### src/rtl/wb_cpu_bridge.sv
// CPU native memory port to Wishbone classic single-beat master bridge.
// Optional access watchdog compiled in with `define WB_BRIDGE_TIMEOUT_EN.
module wb_cpu_bridge #(
  parameter int unsigned TIMEOUT_CYCLES = 16,
  parameter logic [31:0] ERR_DATA       = 32'hFFFF_FFFF
) (
  input  logic        i_wb_clk,
  input  logic        i_wb_rst,
  input  logic        i_mem_valid,
  input  logic [31:0] i_mem_addr,
  input  logic [31:0] i_mem_wdata,
  input  logic [3:0]  i_mem_wstrb,
  output logic        o_mem_ready,
  output logic [31:0] o_mem_rdata,
  output logic        o_bus_err,
  output logic [31:0] o_wb_adr,
  output logic [31:0] o_wb_dat,
  output logic [3:0]  o_wb_sel,
  output logic        o_wb_we,
  output logic        o_wb_cyc,
  output logic        o_wb_stb,
  input  logic        i_wb_ack,
  input  logic [31:0] i_wb_dat
);

  typedef enum logic [1:0] {
    S_IDLE = 2'd0,
    S_BUS  = 2'd1,
    S_RESP = 2'd2
  } state_t;

  state_t      r_state;
  logic        r_ready;
  logic        r_bus_err;
  logic [31:0] r_rdata;
  logic [31:0] r_adr;
  logic [31:0] r_dat;
  logic [3:0]  r_sel;
  logic        r_we;
  logic        r_cyc;

`ifdef WB_BRIDGE_TIMEOUT_EN
  localparam int CNT_W = (TIMEOUT_CYCLES > 2) ? $clog2(TIMEOUT_CYCLES) : 1;
  localparam logic [CNT_W-1:0] CNT_MAX = CNT_W'(TIMEOUT_CYCLES - 1);
  localparam logic [CNT_W-1:0] CNT_ONE = CNT_W'(1);
  logic [CNT_W-1:0] r_cnt;
  logic w_unused_addr;
  assign w_unused_addr = ^i_mem_addr[1:0];
`else
  logic w_unused_cfg;
  assign w_unused_cfg = (TIMEOUT_CYCLES >= 2) ^ (|ERR_DATA) ^ (^i_mem_addr[1:0]);
`endif

  always_ff @(posedge i_wb_clk or posedge i_wb_rst) begin
    if (i_wb_rst) begin
      r_state   <= S_IDLE;
      r_ready   <= 1'b0;
      r_bus_err <= 1'b0;
      r_rdata   <= 32'h0000_0000;
      r_adr     <= 32'h0000_0000;
      r_dat     <= 32'h0000_0000;
      r_sel     <= 4'h0;
      r_we      <= 1'b0;
      r_cyc     <= 1'b0;
`ifdef WB_BRIDGE_TIMEOUT_EN
      r_cnt     <= '0;
`endif
    end else begin
      r_ready   <= 1'b0;
      r_bus_err <= 1'b0;
      case (r_state)
        S_IDLE: begin
          if (i_mem_valid) begin
            r_adr   <= {i_mem_addr[31:2], 2'b00};
            r_dat   <= i_mem_wdata;
            r_we    <= (i_mem_wstrb != 4'h0);
            r_sel   <= (i_mem_wstrb != 4'h0) ? i_mem_wstrb : 4'hF;
            r_cyc   <= 1'b1;
            r_state <= S_BUS;
`ifdef WB_BRIDGE_TIMEOUT_EN
            r_cnt   <= '0;
`endif
          end else begin
            r_state <= S_IDLE;
          end
        end
        S_BUS: begin
          // Ack has priority over a watchdog expiry landing on the same edge.
          if (i_wb_ack) begin
            if (!r_we) begin
              r_rdata <= i_wb_dat;
            end
            r_cyc   <= 1'b0;
            r_ready <= 1'b1;
            r_state <= S_RESP;
          end
`ifdef WB_BRIDGE_TIMEOUT_EN
          else if (r_cnt == CNT_MAX) begin
            r_rdata   <= ERR_DATA;
            r_cyc     <= 1'b0;
            r_ready   <= 1'b1;
            r_bus_err <= 1'b1;
            r_state   <= S_RESP;
          end else begin
            r_cnt <= r_cnt + CNT_ONE;
          end
`else
          else begin
            r_state <= S_BUS;
          end
`endif
        end
        S_RESP: begin
          r_state <= S_IDLE;
        end
        default: begin
          r_cyc   <= 1'b0;
          r_state <= S_IDLE;
        end
      endcase
    end
  end

  assign o_mem_ready = r_ready;
  assign o_mem_rdata = r_rdata;
  assign o_bus_err   = r_bus_err;
  assign o_wb_adr    = r_adr;
  assign o_wb_dat    = r_dat;
  assign o_wb_sel    = r_sel;
  assign o_wb_we     = r_we;
  assign o_wb_cyc    = r_cyc;
  assign o_wb_stb    = r_cyc;

endmodule

### config.mk
export PLATFORM = sky130hd
export DESIGN_NAME = wb_cpu_bridge
export DESIGN_NICKNAME = d
export VERILOG_FILES = /design/src/rtl/wb_cpu_bridge.sv
export SDC_FILE = /design/constraint.sdc
export NUM_CORES = 1
export LEC_CHECK = 0
export ABC_CLOCK_PERIOD_IN_PS = 3500
export BUFFER_PORTS_ARGS = -buffer_cell sky130_fd_sc_hd__buf_2
export CAP_MARGIN = 20
export CORE_ASPECT_RATIO = 0.75
export CORE_MARGIN = 8
export CORE_UTILIZATION = 46
export DETAILED_ROUTE_END_ITERATION = 6
export PLACE_DENSITY = 0.81
export SETUP_SLACK_MARGIN = 0.4
export SLEW_MARGIN = 30
export SYNTH_ARGS = -nofsm -noshare
export SYNTH_HDL_FRONTEND = slang
export SYNTH_SLANG_ARGS = --single-unit
### constraint.sdc
create_clock -name i_wb_clk -period 3.5 [get_ports i_wb_clk]
set_input_delay 0.525 -clock i_wb_clk [delete_from_list [all_inputs] [get_ports i_wb_clk]]
set_output_delay 0.525 -clock i_wb_clk [all_outputs]
set_load 0.05 [all_outputs]
==> impl_metrics.yaml <==
worst_setup_path:
  cp-end-kind: "register"
  critPathLaunchType: "register"
  slowest_delay_ns: 0.52
  cp.required_ns: 3.71
  critPathBufInv: 2
  critPathTopFamily: "simple AND/OR/NAND/NOR gates"
  criticalPathCategory: "reg -> reg"
  cp.arrival_ns: 2.07
  cp_max_fo: 10
  crit_slowest_cell: "nor3b_4"
  crit_path_cell_trace: "nor3b_4, buf_6, buf_4, mux2_2"
sta:
  final.period_utilization_pct: 53.1
  slew_viol_final: 0
  whs_ns: 0.347
  period_needed_ns: 1.86
  timing.fmax_ghz: 0.538
  hold_viol: 0
  tns_ns: 0
  tightest_slew_ns: 0.831
  rsz0062_at_grt: "no"
  relSlewSlack_pct: 44.5
  report.final.setup_viol: 0
  worst_clock_skew_ns: 0.00441
cells_and_area:
  layout_common_cells: "buf_2 (203), dfrtp_1 (103), mux2_4 (60)"
  nNetsFinal: 565
  drive_gt1_share_pct: 70.5
  multiInputGateArea_um2: 1460
  syn_to_final_growth_pct: 33.3
  nFillCells: 690
  antenna_cells: 0
  final_common_cell: "buf_2"
  final_cells: 577
  seqCellArea_um2: 2580
cts:
  clk_latency_ns: 0.33
  cts.repair.resized: 0
  h-tree-depth: 3
  cts_tree: "yes"
  post-cts-setup-buffers: 0
  clock-root-buffer: "clkbuf_16"
  postCtsHoldBufs: 0
  cts_buffers: 9
  cts_max_path_buffers: 2
  cts.sinks: 103
  clkTransAtPathRegs_ns: 0.07
die:
  dieArea_um2: 12600
  start_util_pct: 47.0
  num_rows: 30
  core_region_area_um2: 9010
  io_pins: 209
  dieHeight_um: 99.1
  die_w_um: 127
yosys:
  avgSynthCellArea_um2: 17.3
  yosysUniqueCellTypes: 20
  ys_warn_count: 0
  syn_area_um2: 4240
  synth.ff_latch_count: 103
  synthCells: 245
  ys_seq_area_share_pct: 60.8
global_routing:
  overflow: 0
  antenna_found_initial: 0
  grt_start_max_net_pins: 42
  grt_util_all_layers_pct: 15.7
  grt_pass1_wl_um: 15700
  grt_pass1_vias: 3055
placement:
  place_hpwl_um: 7910
  dp_cells: 561
  portBuffers: 203
  gp_congestion: 0.780
detailed_routing:
  drt-vias-per-instance: 4.84
  drt_iter0_drc: 76
  post_drt_wl_per_cell_um: 17.6
  final_antenna_net_count: 0
  drc_errors: 0
  wirelength_um: 10200
  first_pass_iters: 4
  vias: 2790
power:
  p_sw_mw: 2.94
  clock_power_share_pct: 15.9
  max-vdd-ir-drop_uv: 552
  pwr-share-seq_pct: 31.6
  pwr_density_cell_nw_per_um2: 1090
  comb_power_share_pct: 52.6
  p_int_mw: 3.20
  switching_share_pct: 47.9
  p_leak_nw: 2.95
run_status:
  status: "completed"
hold_path:
  hold_class: "in -> async"
flow_run:
  drv_cap: 0
-- cell families (layout without fill, tap and decap cells) --
logic type / count (synthesis) / count (layout) / synth area share, %
AOI/OAI and AO/OA: 8 / 8 / 1.00
buffers and inverters: 17 / 235 / 4.96
DFF: 103 / 103 / 60.8
muxes: 94 / 94 / 30.3
other: 1 / 3 / 0.0885
and+or+nand+nor: 22 / 22 / 2.83
-- cell usage after synthesis --
master,n,area (µm²)
nand2_1,1,3.75
mux2_1,2,22.5
buf_6,4,45.0
a21o_1,1,7.51
dfrtp_1,103,2580
nor2_1,11,41.3
inv_1,2,7.51
nand2b_1,2,12.5
or2b_1,1,7.51
nor3_1,4,20.0
buf_4,5,37.5
a21oi_1,6,30.0
buf_12,6,120
mux2_4,60,901
mux2_2,32,360
conb_1,1,3.75
nor4_1,1,6.26
nor3b_2,1,12.5
o21ai_0,1,5.00
nor3_4,1,16.3
-- registers in the layout, indices dropped and copies added, names as in the netlist --
| register | cells |
|---|---|
| o_mem_rdata | 32 |
| o_mem_ready | 1 |
| o_wb_adr | 30 |
| o_wb_cyc | 1 |
| o_wb_dat | 32 |
| o_wb_sel | 4 |
| o_wb_we | 1 |
| r_state | 2 |
-- final timing paths --
check,end,slack [ns],from,cells after the start
max in group asynchronous,o_mem_rdata[30],2.48,i_wb_rst,3
min in group i_wb_clk,o_mem_rdata[0],0.41,i_wb_dat[0],2
worst min register to register,o_mem_rdata[24],0.49,o_mem_rdata[24],1
worst max-delay path,o_wb_adr[30],1.64,r_state[1],4
worst min-delay path,o_wb_sel[0],0.35,i_wb_rst,2
worst max register to register,o_wb_adr[30],1.64,r_state[1],4
-- final cells by class --
cell class / instances / area share, %
Inverter: 2 / 0.199
Sequential cell: 103 / 45.6
Clock inverter: 5 / 1.04
Multi-Input combinational cell: 127 / 25.9
Timing Repair Buffer: 218 / 20.5
Tap cell: 112 / 2.48
Clock buffer: 10 / 4.23
-- per-stage QoR --
stage | instance area [µm²] | utilization, % | setup slack, ns | power (mW)
after floorplan | 4250 | - | 1.74 | 4.46
after CTS | 5640 | 62.6 | 1.34 | 6.20
final | 5650 | 62.7 | 1.64 | 6.14
after global placement | 5340 | 59.3 | 1.27 | 5.13
after detailed placement | 5340 | 59.3 | 1.28 | 5.20
after global routing | 5650 | 62.7 | 1.53 | 6.38
-- per-layer routing --
layer,wire (µm),vias up,global-route usage [%],share of wire (%)
met5,0,-,0,0
met4,114,0,4.28,1.1
met3,800,9,6.20,7.9
met2,4990,121,26.5,49
met1,4250,1384,18.1,42
li1,-,1276,-,-
-- power by group through the flow --
stage	clock, mW	sequential [mW]	combinational [mW]
after global routing	1.05	1.99	3.34
after detailed placement	0	1.95	3.25
final	0.974	1.94	3.23
after global placement	0	1.92	3.22
after floorplan	0	3.65	0.818
after CTS	1.00	1.94	3.25
(Power assumes the default switching activity.)
